===== src/rtl/rf80386_pkg.sv =====
// Shared rf80386 bus cycle-type codes and interrupt-controller types.
// The PIC and the core's bus interface both import this package.
package rf80386_pkg;

  localparam logic [3:0] CT_PASSIVE = 4'h0;
  localparam logic [3:0] CT_INTA    = 4'h1;
  localparam logic [3:0] CT_RDIO    = 4'h2;
  localparam logic [3:0] CT_WRIO    = 4'h3;

  typedef enum logic {
    PIC_IDLE  = 1'b0,
    PIC_INTA1 = 1'b1
  } pic_state_t;

  localparam logic [7:0] PIC_EOI_NS = 8'h20;
  localparam logic [4:0] PIC_EOI_SP = 5'b01100;

  function automatic logic [7:0] onehot8(input logic [2:0] idx);
    return 8'h01 << idx;
  endfunction

endpackage


===== src/rtl/rf80386_pic_prio.sv =====
// Lowest-set-bit encoder: bit 0 is the highest interrupt priority.
module rf80386_pic_prio (
  input  logic [7:0] vec,
  output logic       valid,
  output logic [2:0] idx
);

  // scanning downwards so the lowest set bit wins
  always_comb begin
    valid = 1'b0;
    idx   = 3'd0;
    for (int i = 7; i >= 0; i--) begin
      valid = valid | vec[i];
      idx   = vec[i] ? 3'(i) : idx;
    end
  end

endmodule


===== src/rtl/rf80386_pic.sv =====
// rf80386 interrupt controller: request latching, priority resolution,
// two-cycle INTA vector delivery and an I/O-mapped register file.
module rf80386_pic
  import rf80386_pkg::*;
#(
  parameter logic [15:0] IO_BASE     = 16'h0020,
  parameter logic [4:0]  VBASE_RESET = 5'h01,
  parameter logic [7:0]  ELCR_RESET  = 8'h00
) (
  input  logic        clk_i,
  input  logic        rst_ni,
  input  logic        cyc_i,
  input  logic        stb_i,
  input  logic        we_i,
  input  logic [3:0]  cyc_type_i,
  input  logic [15:0] adr_i,
  input  logic [7:0]  dat_i,
  output logic [7:0]  dat_o,
  output logic        ack_o,
  input  logic [7:0]  irq_i,
  output logic        irq_o
);

  logic [7:0] sync1, sync2, sync3;
  logic [7:0] irr, isr, imr, elcr, pend;
  logic [7:0] irr_nx, isr_set, isr_clr, irr_clr, rdata, fire_data;
  logic [4:0] vbase;
  logic [2:0] lvl, lvl_nx, pend_idx, isr_idx;
  logic       pend_v, isr_v;
  logic       is_inta, is_io, hit, sel, fire, inta_fire, wr, rd, ack_nx;
  pic_state_t state, state_nx;

  assign pend = irr & ~imr;

  rf80386_pic_prio u_pend_prio (.vec(pend), .valid(pend_v), .idx(pend_idx));
  rf80386_pic_prio u_isr_prio  (.vec(isr),  .valid(isr_v),  .idx(isr_idx));

  assign is_inta   = (cyc_type_i == CT_INTA);
  assign is_io     = (cyc_type_i == CT_RDIO) | (cyc_type_i == CT_WRIO);
  assign hit       = (adr_i[15:3] == IO_BASE[15:3]);
  assign sel       = cyc_i & stb_i & ((is_io & hit) | is_inta);
  assign fire      = sel & ~ack_o;
  assign inta_fire = fire & is_inta;
  assign wr        = fire & is_io & hit & we_i;
  assign rd        = fire & is_io & hit & ~we_i;
  assign ack_nx    = ack_o ? (cyc_i & stb_i) : sel;

  // a fresh edge always wins over a same-cycle clear; level lines just follow the input
  assign irr_nx = (elcr & sync2) | (~elcr & ((irr & ~irr_clr) | (sync2 & ~sync3)));

  // register read mux
  always_comb begin
    case (adr_i[2:0])
      3'd0:    rdata = irr;
      3'd1:    rdata = imr;
      3'd2:    rdata = isr;
      3'd3:    rdata = {vbase, 3'b000};
      3'd4:    rdata = elcr;
      default: rdata = 8'hFF;
    endcase
  end

  // end-of-interrupt command decode
  always_comb begin
    isr_clr = 8'h00;
    if (wr && (adr_i[2:0] == 3'd0)) begin
      if (dat_i == PIC_EOI_NS) begin
        isr_clr = isr_v ? onehot8(isr_idx) : 8'h00;
      end else if (dat_i[7:3] == PIC_EOI_SP) begin
        isr_clr = onehot8(dat_i[2:0]);
      end else begin
        isr_clr = 8'h00;
      end
    end else begin
      isr_clr = 8'h00;
    end
  end

  // INTA sequencing and response data selection
  always_comb begin
    state_nx  = state;
    lvl_nx    = lvl;
    isr_set   = 8'h00;
    irr_clr   = 8'h00;
    fire_data = 8'hFF;
    if (inta_fire) begin
      case (state)
        PIC_IDLE: begin
          state_nx  = PIC_INTA1;
          lvl_nx    = pend_v ? pend_idx : 3'd7;
          isr_set   = pend_v ? onehot8(pend_idx) : 8'h00;
          irr_clr   = isr_set & ~elcr;
          fire_data = 8'hFF;
        end
        PIC_INTA1: begin
          state_nx  = PIC_IDLE;
          fire_data = {vbase, lvl};
        end
        default: state_nx = PIC_IDLE;
      endcase
    end else if (rd) begin
      fire_data = rdata;
    end else begin
      fire_data = 8'hFF;
    end
  end

  // request synchroniser with one extra stage of edge history
  always_ff @(posedge clk_i or negedge rst_ni) begin
    if (!rst_ni) begin
      sync1 <= 8'h00;
      sync2 <= 8'h00;
      sync3 <= 8'h00;
    end else begin
      sync1 <= irq_i;
      sync2 <= sync1;
      sync3 <= sync2;
    end
  end

  // controller state and programmable registers
  always_ff @(posedge clk_i or negedge rst_ni) begin
    if (!rst_ni) begin
      irr   <= 8'h00;
      isr   <= 8'h00;
      imr   <= 8'hFF;
      elcr  <= ELCR_RESET;
      vbase <= VBASE_RESET;
      state <= PIC_IDLE;
      lvl   <= 3'd0;
    end else begin
      irr   <= irr_nx;
      isr   <= (isr | isr_set) & ~isr_clr;
      state <= state_nx;
      lvl   <= lvl_nx;
      if (wr) begin
        case (adr_i[2:0])
          3'd1:    imr   <= dat_i;
          3'd3:    vbase <= dat_i[7:3];
          3'd4:    elcr  <= dat_i;
          default: imr   <= imr;
        endcase
      end
    end
  end

  // registered bus and interrupt outputs
  always_ff @(posedge clk_i or negedge rst_ni) begin
    if (!rst_ni) begin
      ack_o <= 1'b0;
      dat_o <= 8'hFF;
      irq_o <= 1'b0;
    end else begin
      ack_o <= ack_nx;
      dat_o <= fire ? fire_data : (ack_nx ? dat_o : 8'hFF);
      irq_o <= pend_v & (~isr_v | (pend_idx < isr_idx));
    end
  end

endmodule


===== config.mk =====
export PLATFORM = sky130hd
export DESIGN_NAME = rf80386_pic
export DESIGN_NICKNAME = d
export VERILOG_FILES = /design/src/rtl/rf80386_pkg.sv /design/src/rtl/rf80386_pic_prio.sv /design/src/rtl/rf80386_pic.sv
export SDC_FILE = /design/constraint.sdc
export NUM_CORES = 1
export LEC_CHECK = 0
export ABC_AREA = 0
export ABC_CLOCK_PERIOD_IN_PS = 2280
export CAP_MARGIN = 20
export CORE_ASPECT_RATIO = 1.25
export CORE_MARGIN = 5
export CORE_UTILIZATION = 53
export DETAILED_ROUTE_END_ITERATION = 6
export DONT_BUFFER_PORTS = 1
export PLACE_DENSITY = 0.68
export SETUP_SLACK_MARGIN = 0.05
export SLEW_MARGIN = 30
export SYNTH_ARGS = -nofsm -noshare
export SYNTH_HDL_FRONTEND = slang
export SYNTH_SLANG_ARGS = --single-unit
export TNS_END_PERCENT = 20

===== constraint.sdc =====
create_clock -name clk_i -period 2.28 [get_ports clk_i]
set_input_delay 0.684 -clock clk_i [delete_from_list [all_inputs] [get_ports clk_i]]
set_output_delay 0.684 -clock clk_i [all_outputs]
set_load 0.005 [all_outputs]

# == Word level (Yosys, flattened, before mapping) ==
# Cells that the tools add are included.
# classes
magnitude_cmp,1
n_shift,3
eq_ne,11
bitwise,46
n_reduce_logical,6
n_mux,34
# op_table
operator,n
$mux W8,13
$and A8 B8 Y8,7
$mux W3,17
$not A8 Y8,5
$pmux W8 S5,1
$or A8 B8 Y8,3
$shl A1 B3 Y8 const A,3
$or A1 B1 Y1,17
$pmux W8 S2,1
$eq A13 B3 Y1 const B,1
$and A1 B1 Y1,10
$eq A4 B2 Y1 const B,2
$eq A8 B6 Y1 const B,1
$reduce_and A2 Y1,4
$eq A3 B2 Y1 const B,2
$eq A5 B4 Y1 const B,1
$eq A4 B1 Y1 const B,1
$not A1 Y1,4
$eq A3 B1 Y1 const B,1
$eq A3 B3 Y1 const B,1
$logic_not A3 Y1,1
$lt A3 B3 Y1,1
$ne A2 B2 Y1 const B,1
$pmux W1 S2,1
2 further kinds,2
# word_totals
output_inout_bits,10
input_bits,41
regBits,75
wordCells,114

# == Logic depth before layout (Yosys ltp) ==
# Gate-level depths: netlist (run 1).
# depth
word_depth,20
depth_mapped,8
mapped_depth_nobuf,8

# == By module ==
# From an unflattened synthesis (run 1), not the netlist that was laid out.
# hier_totals
cells_unflattened,325
hier_area_um2,3628.5
# by_module_without_submodules
module,area_per_inst_um2,instances,cells_each,seq_area_each_um2
rf80386_pic,3468.3,1,299,1898.1
rf80386_pic_prio,80.1,2,13,0.0

# == Worst setup path after synthesis (run 1) ==
# OpenSTA, ideal clock, no wires.
# synth_timing
path_type,in2reg
start,input port adr_i[3]
end,register vbase[3]
t_required_ns,2.152
arrival_ns,2.267
path_slack_ns,-0.115
n_path_buf,1
cell_stages,6
setup_ns,0.128
cell_sequence,or4b_4 nor3b_4 and3b_4 and3_1 buf_4 mux2_1
# synth_via
elab_chain_len,9
# synth_rtl
item,line_no,source
start: declaration,rf80386_pic.sv:16,"input logic [15:0] adr_i,"
$eq A13 B3 Y1 (*),rf80386_pic.sv:40,assign hit = (adr_i[15:3] == IO_BASE[15:3]);
$and A1 B1 Y1,rf80386_pic.sv:41,assign sel = cyc_i & stb_i & ((is_io & hit) | is_inta);
$or A1 B1 Y1,rf80386_pic.sv:41,
$and A1 B1 Y1,rf80386_pic.sv:41,
$and A1 B1 Y1,rf80386_pic.sv:42,assign fire = sel & ~ack_o;
$and A1 B1 Y1,rf80386_pic.sv:44,assign wr = fire & is_io & hit & we_i;
$and A1 B1 Y1 (*) (2 in a row),rf80386_pic.sv:44,
$reduce_and A2 Y1 (no source line) (*),n/a,
end signal: assignment,rf80386_pic.sv:139,3'd3: vbase <= dat_i[7:3];
end: declaration,rf80386_pic.sv:27,logic [4:0] vbase;
# Every way passes the cells marked *; elsewhere a longest branch is shown, timed or not.
# A chain may end at the register's enable or synchronous reset.

# == Worst setup path after layout (run 1) ==
# layout_timing
start,input port adr_i[3]
end,register vbase[2]
# Same word-level chain as after synthesis.

==> results of run 1 <==
==> flip-flops by register name, summed over array words and instances, names as in the netlist <==
name,cells
isr,8
sync3,8
irq_o,1
sync1,8
dat_o,8
irr,8
sync2,8
lvl,3
vbase,5
state,1
elcr,8
imr,8
ack_o,1
==> critical path: stages <==
cell and delay (ps):
or4b_4 530, nor3b_4 240, and3b_4 270, and3_1 310, mux2_1 350
==> per-layer routing <==
| metal | vias to the layer above | global-route usage [%] | share of wire, % |
|---|---|---|---|
| met4 | 0 | 9.03 | 2.2 |
| met5 | - | 0 | 0 |
| li1 | 1289 | - | - |
| met3 | 14 | 6.79 | 7.0 |
| met1 | 1351 | 26.9 | 41 |
| met2 | 90 | 37.1 | 49 |
==> final cells by class <==
type	instances	area, sq um	share of cell area [%]
clock buffer	10	128	3.15
inverter	16	60.1	1.48
clock inverter	6	66.3	1.64
multi-input combinational	239	1630	40.2
sequential	75	1900	46.9
tap	87	109	2.69
timing repair buffer	19	158	3.89
==> power groups by stage <==
stage          Clock [W]  Combinational (W)  Sequential [W]
2_1_floorplan          0           0.000119         0.00144
3_3_place_gp           0           0.000131         0.00146
3_5_place_dp           0           0.000133         0.00146
4_1_cts          0.00104           0.000134         0.00143
5_1_grt          0.00109           0.000170         0.00144
6_report         0.00102           0.000154         0.00143
==> synthesized netlist by cell type, types with 6 or more instances <==
master    count  area share [%]
nor3_1       10             1.4
nor2_1       21             2.2
mux2_2       18             5.6
o22ai_1      12             2.1
a21oi_1      25             3.4
o21ai_0      23             3.2
mux2i_1       6             1.7
nand2_1      16             1.7
nand2b_1     15             2.6
nor2b_1       9             1.5
clkbuf_1      8            0.83
dfrtp_1      58              40
inv_1        16             1.7
dfstp_2      17              12
==> logic make-up (layout without fill, tap and decap cells) <==
| group | Yosys count | count (layout) | synth area share, % |
|---|---|---|---|
| xor+xnor | 1 | 1 | 0.241 |
| flops | 75 | 75 | 52.2 |
| simple gates | 109 | 109 | 18.3 |
| compound gates | 98 | 98 | 16.9 |
| fa+ha+maj | 2 | 2 | 0.689 |
| mux | 29 | 29 | 8.78 |
| buf+inv | 27 | 51 | 2.93 |
==> what timing repair did <==
item | in CTS | in global routing
resized for setup | 0 | 0
hold endpoints to repair | 0 | 13
hold buffers | 0 | 2
buffers inserted | 0 | 0
==> metrics by stage <==
step           TNS [ps]  instance area [sq um]  setup WS (ps)  util (%)
2_1_floorplan      -544                   3640           -114         -
3_3_place_gp      -2430                   3820           -185      57.9
3_5_place_dp      -3270                   3820           -244      57.9
4_1_cts               0                   4020            127      60.8
5_1_grt               0                   4050           63.4      61.3
6_report              0                   4050            142      61.3
==> how the worst min path moves through the flow <==
stage	start	to	slack, ps	cells past startpoint
finish	rst_ni	isr[4]	9	0
global route	rst_ni	irr[1]	0.5	0
CTS	rst_ni	sync2[7]	2	0
detailed placement	sync1[1]	sync2[1]	330	0
global placement	sync1[5]	sync2[5]	330	0
floorplan	sync1[0]	sync2[0]	330	0
==> results.toml, run 1 <==
[run_status]
outcome = "complete, no violations"

[power]
power_frac_seq_pct = 55.0
power_frac_clock_pct = 39.1
total_power_w = 0.00260
p_per_area_nw_per_um2 = 643
p_sw_w = 0.000633
ir_worst_vdd_mv = 0.421
leakagePower_nw = 1.71
swShare_pct = 24.3
intPower_w = 0.00197
combPwrFrac_pct = 5.9

[clocking]
clkLatencyLatePin_ps = 360
clock-sinks = 75
cts_max_level = 3
numCtsBuffers = 9
clk_pin_slew_ps = 80
clockBufferDepth = 2
cts-root-buf = "clkbuf_8"
cts_tree = "done"

[floorplan]
core_sq_um = 6610
die_w_um = 84.1
io_pins = 51
dieArea_sq_um = 8620
die_y_um = 103
initial_core_util_pct = 55.0
rows = 33

[placement]
post-place-cells = 434
hpwlAfterDp_mm = 6.60
place_congestion = 0.875
portBuffers = 0

[timing]
setup_viol = 0
finalHoldViolations = 0
slew_violations = 0
worstMarginPinSlew_ps = 663
finClkSkew_ps = 8.85
max_slew_margin_pct = 55.7
post-route-period-util_pct = 93.8
rsz0062_at_grt = "no"
period_needed_ps = 2140
whs_ps = 8.81
maxClockFrequency_mhz = 468

[drt]
drtIter0Drc = 153
via_count = 2744
wl_per_cell_um = 20.1
drc = 0
dr.pass1.iters = 4
viasPerCell = 6.07
ant_nets = 0
routed_wl_mm = 9.07

[logic_synthesis]
yosysWarnings = 0
synthDistinctLibCells = 57
yosys_most_used_dff = "dfrtp_1"
avgSynthCellArea_sq_um = 10.7
synth_edf_count = 0
ys_async_sr_fraction_pct = 100
synthCells = 341
synth_seq_cells = 75
synth_fp_nets = 384
synthesis.area_sq_um = 3630
synth-seq-area-share_pct = 52.2

[critical_path]
required_ps = 2520
crit_path_end_kind = "register"
crit_arrival_ps = 2380
critPathKind = "input port to register"
cp-start-kind = "input port"
crit_end = "vbase[2]"
worstSetupStartpoint = "adr_i[3]"
r2r_cells = 5
r2r_setup_slack_ps = 320
path_max_fanout = 5
worstReg2RegStart = "ack_o"
reg2reg_to = "vbase[2]"

[global_routing]
grt_pass1_vias = 2871
track_usage_pct = 22.2
antenna_found_initial = 0
grt_max_degree = 76
grt_overflow = 0
grt_pass1_wl_mm = 14.8

[cells_and_area]
final_common_cell = "dfrtp_1"
drive_gt1_share_pct = 21.1
syn_to_final_growth_pct = 11.4
final_cell_mix = "58 x dfrtp_1, 25 x a21oi_1, 23 x o21ai_0"
layout.cells.non_filler = 452
diodes = 0
fillers = 571
final_nets = 403

[job]
drv_cap = 0

[worst_hold_path]
min_path_type = "input port to async pin"
Power figures use the tool's default switching activity.
==> run 2: changes to the inputs <==
--- a/config.mk
+++ b/config.mk
@@ -11,8 +11,8 @@
 export CORE_ASPECT_RATIO = 1.25
 export CORE_MARGIN = 5
-export CORE_UTILIZATION = 53
+export CORE_UTILIZATION = 60
 export DETAILED_ROUTE_END_ITERATION = 6
 export DONT_BUFFER_PORTS = 1
-export PLACE_DENSITY = 0.68
+export PLACE_DENSITY = 0.76
 export SETUP_SLACK_MARGIN = 0.05
 export SLEW_MARGIN = 30
==> constraint.sdc (replaced) <==
create_clock -name clk_i -period 2.28 [get_ports clk_i]
set_input_delay 0.684 -clock clk_i [delete_from_list [all_inputs] [get_ports clk_i]]
set_output_delay 0.684 -clock clk_i [all_outputs]
set_load 0.05 [all_outputs]
==> run 2 against run 1 <==
Hold slack improved by 14 ps; first-iteration DRC count is 44% higher; utilization rose by 7.5 points; critical endpoint is now vbase[3]; clock skew about the same; largest power group unchanged; setup slack gained 22 ps; via count increased by 0.33%; largest cell class unchanged.
==> results.toml, run 2 (synthesis gave the netlist of run 1 again) <==
[power]
total_power_w = 0.00269
power_frac_clock_pct = 40.9
intPower_w = 0.00207
p_per_area_nw_per_um2 = 669
leakagePower_nw = 1.71
p_sw_w = 0.000620
ir_worst_vdd_mv = 0.582
combPwrFrac_pct = 5.1
swShare_pct = 23.0
power_frac_seq_pct = 54.0

[placement]
dp_slack_ps = -220
portBuffers = 0
post_dp_cell_area_sq_um = 3820
hpwlAfterDp_mm = 6.40
place_congestion = 0.927

[worst_hold_path]
min_path_type = "input port to async pin"

[critical_path]
reg2reg_to = "irq_o"
path_max_fanout = 5
r2r_setup_slack_ps = 330
r2r_cells = 7
critPathKind = "input port to register"
worstReg2RegStart = "imr[1]"
required_ps = 2500
crit_arrival_ps = 2340
cp-start-kind = "input port"
crit_path_end_kind = "register"

[timing]
post-route-period-util_pct = 92.8
period_needed_ps = 2120
rsz0062_at_grt = "no"
slew_violations = 0
finalHoldViolations = 0
worstMarginPinSlew_ps = 516
setup_viol = 0
setup-tns-final_ps = 0
maxClockFrequency_mhz = 473
max_slew_margin_pct = 65.2
finClkSkew_ps = 8.99
worst_slack_ps = 164

[drt]
routed_wl_mm = 8.70
viasPerCell = 6.19
ant_nets = 0
wl_per_cell_um = 19.6
dr.pass1.iters = 4
drtIter0Drc = 221
via_count = 2753
drc = 0

[clocking]
cts_max_level = 3
postCtsHoldBufs = 0
numCtsBuffers = 9
clockBufferDepth = 2
cts_tree = "done"
clkLatencyLatePin_ps = 350
cts-root-buf = "clkbuf_8"
post_cts_buffers = 0
clk_pin_slew_ps = 80
clock-sinks = 75
cts_resized = 0

[global_routing]
track_usage_pct = 24.5
grt_pass1_wl_mm = 14.6
grt_pass1_vias = 2852
antenna_found_initial = 0
grt_overflow = 0
grt_max_degree = 76

[floorplan]
rows = 31
core_sq_um = 5860
dieArea_sq_um = 7720
io_pins = 51
die_w_um = 79.6
initial_core_util_pct = 62.0
die_y_um = 97.0

[cells_and_area]
diodes = 0
final_cell_mix = "58 x dfrtp_1, 25 x a21oi_1, 23 x o21ai_0"
final_nets = 401
utilization_pct = 68.8
syn_to_final_growth_pct = 10.9
drive_gt1_share_pct = 20.9
final_common_cell = "dfrtp_1"
design_area_sq_um = 4030

[job]
drv_cap = 0

[run_status]
outcome = "complete, no violations"
-- run 2: how the worst max path moves through the flow --
stage	start	cells after the start	to
after floorplan	adr_i[3]	6	vbase[3]
after global placement	adr_i[3]	5	vbase[1]
after detailed placement	adr_i[3]	5	vbase[3]
after CTS	adr_i[3]	5	vbase[3]
after global routing	adr_i[3]	5	vbase[3]
final	adr_i[3]	5	vbase[3]
-- run 2: power groups by stage --
stage               Sequential, W  Combinational [W]  Clock, W
finish                    0.00146           0.000136   0.00110
global route              0.00146           0.000152   0.00118
CTS                       0.00146           0.000136   0.00111
detailed placement        0.00148           0.000134         0
global placement          0.00148           0.000133         0
floorplan                 0.00147           0.000119         0
-- run 2: area by class of cell --
type                    count  area [sq um]
clock buffers              11           131
clock inverters             5          78.8
fillers                   439          1830
inverters                  16          60.1
multi-input cells         239          1630
flip-flops and latches     75          1900
well taps                  82           103
repair buffers             17           128
-- run 2: worst max-delay path: stages --
cell and delay [ps]:
or4b_4 530, nor3b_4 240, and3b_4 280, and3_2 270, mux2_1 340
-- run 2: per-stage QoR --
step / cells / hold slack [ps]
2_1_floorplan: 341 / 331
3_3_place_gp: 429 / 332
3_5_place_dp: 429 / 336
4_1_cts: 445 / 10.1
5_1_grt: 445 / 2.30
6_report: 445 / 22.7
-- run 2: routing by layer --
| metal | global-route usage, % | share of wire (%) | up-vias |
|---|---|---|---|
| met2 | 39.9 | 51 | 90 |
| met4 | 10.4 | 1.8 | 0 |
| met3 | 5.39 | 7.0 | 12 |
| met1 | 30.9 | 41 | 1360 |
| li1 | - | - | 1291 |
| met5 | 0 | 0 | - |
==> run 3: changes to the inputs <==
CORE_ASPECT_RATIO = unset   (was 1.25)
==> run 3 against run 2 <==
Non-clock buffer count down 1; flip-flop and latch count unchanged; setup slack worse by 59 ps; sequential share of layout area down 0.42 points; cell count down 1.8%; global-route usage down 0.38 points; via count up 0.44%; hold slack worse by 0.59 ps; routed wire length down 0.13%; maximum frequency down 2.7%; combinational power about the same; clock skew down 2.4 ps; largest power group unchanged.
==> results.toml, run 3 (synthesis gave the netlist of run 1 again) <==
[run_status]
outcome = "complete, no violations"

[global_routing]
track_usage_pct = 24.1
grt_max_degree = 76
grt_overflow = 0
grt_pass1_vias = 2794
antenna_found_initial = 0
grt_pass1_wl_mm = 13.9

[critical_path]
critPathKind = "input port to register"
crit_arrival_ps = 2400
r2r_cells = 5
cp-start-kind = "input port"
reg2reg_to = "isr[4]"
crit_path_end_kind = "register"
worstPathCellList = "or4b_4 > nor3b_4 > and3b_4 > and3_1 > mux2_1"
critPathMaxStageDelay_ps = 530
worstReg2RegStart = "state"
critPathBufInv = 0
cp_top_family = "simple AND/OR/NAND/NOR gates"
path_max_fanout = 5
r2r_setup_slack_ps = 280
required_ps = 2510
crit_slowest_cell = "or4b_4"

[drt]
drc = 0
dr.pass1.iters = 4
wl_per_cell_um = 19.9
via_count = 2765
viasPerCell = 6.33
ant_nets = 0
routed_wl_mm = 8.69
drtIter0Drc = 212

[timing]
setup_viol = 0
post-route-period-util_pct = 95.4
rsz0062_at_grt = "no"
whs_ps = 22.1
max_slew_margin_pct = 66.0
period_needed_ps = 2170
finalHoldViolations = 0
slew_violations = 0
worstMarginPinSlew_ps = 504
maxClockFrequency_mhz = 460
finClkSkew_ps = 6.62

[cells_and_area]
fillers = 459
final_nets = 400
seqCellArea_sq_um = 1900
syn_to_final_growth_pct = 11.9
drive_gt1_share_pct = 20.7
final_common_cell = "dfrtp_1"
multi_input_area_sq_um = 1630
final_cell_mix = "58 x dfrtp_1, 25 x a21oi_1, 23 x o21ai_0"
diodes = 0

[power]
leakagePower_nw = 1.73
swShare_pct = 21.7
p_sw_w = 0.000637
combPwrFrac_pct = 4.7
ir_worst_vdd_mv = 0.732
power_frac_seq_pct = 49.6
intPower_w = 0.00230
total_power_w = 0.00294
power_frac_clock_pct = 45.7
p_per_area_nw_per_um2 = 723

[clocking]
clk_pin_slew_ps = 80
postCtsHoldBufs = 0
cts-root-buf = "clkbuf_8"
post_cts_buffers = 0
numCtsBuffers = 9
cts_max_level = 3
cts_resized = 0
clkLatencyLatePin_ps = 350
clock-sinks = 75
cts_tree = "done"
clockBufferDepth = 2

[job]
drv_cap = 0

[worst_hold_path]
min_path_type = "input port to async pin"

[floorplan]
core_sq_um = 5920
rows = 28
die_y_um = 87.8
die_w_um = 87.8
io_pins = 51
initial_core_util_pct = 61.4
dieArea_sq_um = 7710

[placement]
portBuffers = 0
hpwlAfterDp_mm = 6.20
place_congestion = 0.862
-- run 3: cell types whose count changed in the layout (fill, tap and decap cells not counted), sizes merged --
cell      change
clkbuf        -1
inv           +1
buf           -1
clkinv        -3
clkinvlp      +1
bufinv        +2
-- run 3: cell type report --
cell class | instances | area share, %
sequential | 75 | 46.7
multi-input combinational | 239 | 40.1
clock inverter | 6 | 3.35
clock buffer | 10 | 3.14
timing repair buffer | 16 | 2.95
tap | 75 | 2.31
inverter | 16 | 1.48
-- run 3: power groups by stage --
stage | Combinational (W) | Sequential [W] | Clock, W
global placement | 0.000130 | 0.00148 | 0
CTS | 0.000137 | 0.00146 | 0.00136
finish | 0.000137 | 0.00146 | 0.00134
floorplan | 0.000119 | 0.00147 | 0
detailed placement | 0.000133 | 0.00148 | 0
global route | 0.000148 | 0.00146 | 0.00142
-- run 3: layer usage --
| layer | track usage (%) | wire length [um] | vias up |
|---|---|---|---|
| met3 | 7.24 | 718 | 18 |
| met5 | 0 | 0 | - |
| met2 | 36.4 | 3990 | 119 |
| li1 | - | - | 1279 |
| met1 | 32.0 | 3780 | 1349 |
| met4 | 11.0 | 198 | 0 |
-- run 3: worst register-to-register path, stage by stage (launching register included) --
cell and delay (ps):
dfrtp_1 440, or4_1 530, nor3_1 310, nand3b_1 160, a21oi_1 300, a2bb2oi_1 180
-- run 3: worst max path at each step --
stage	slack (ps)	to	cells past startpoint	startpoint
3_3_place_gp	-180	vbase[1]	5	adr_i[3]
6_report	110	vbase[3]	5	adr_i[3]
4_1_cts	100	vbase[3]	5	adr_i[3]
5_1_grt	70	vbase[4]	5	adr_i[3]
2_1_floorplan	-110	vbase[3]	6	adr_i[3]
3_5_place_dp	-240	vbase[2]	5	adr_i[3]
-- run 3: stage by stage --
step	setup slack [ps]	cell area [sq um]	std cells	utilization, %	TNS (ps)
6_report	106	4070	437	68.7	0
5_1_grt	67.7	4070	437	68.7	0
4_1_cts	104	4070	437	68.7	0
3_5_place_dp	-237	3800	421	64.2	-2990
3_3_place_gp	-183	3800	421	64.2	-2330
2_1_floorplan	-114	3640	341	-	-544
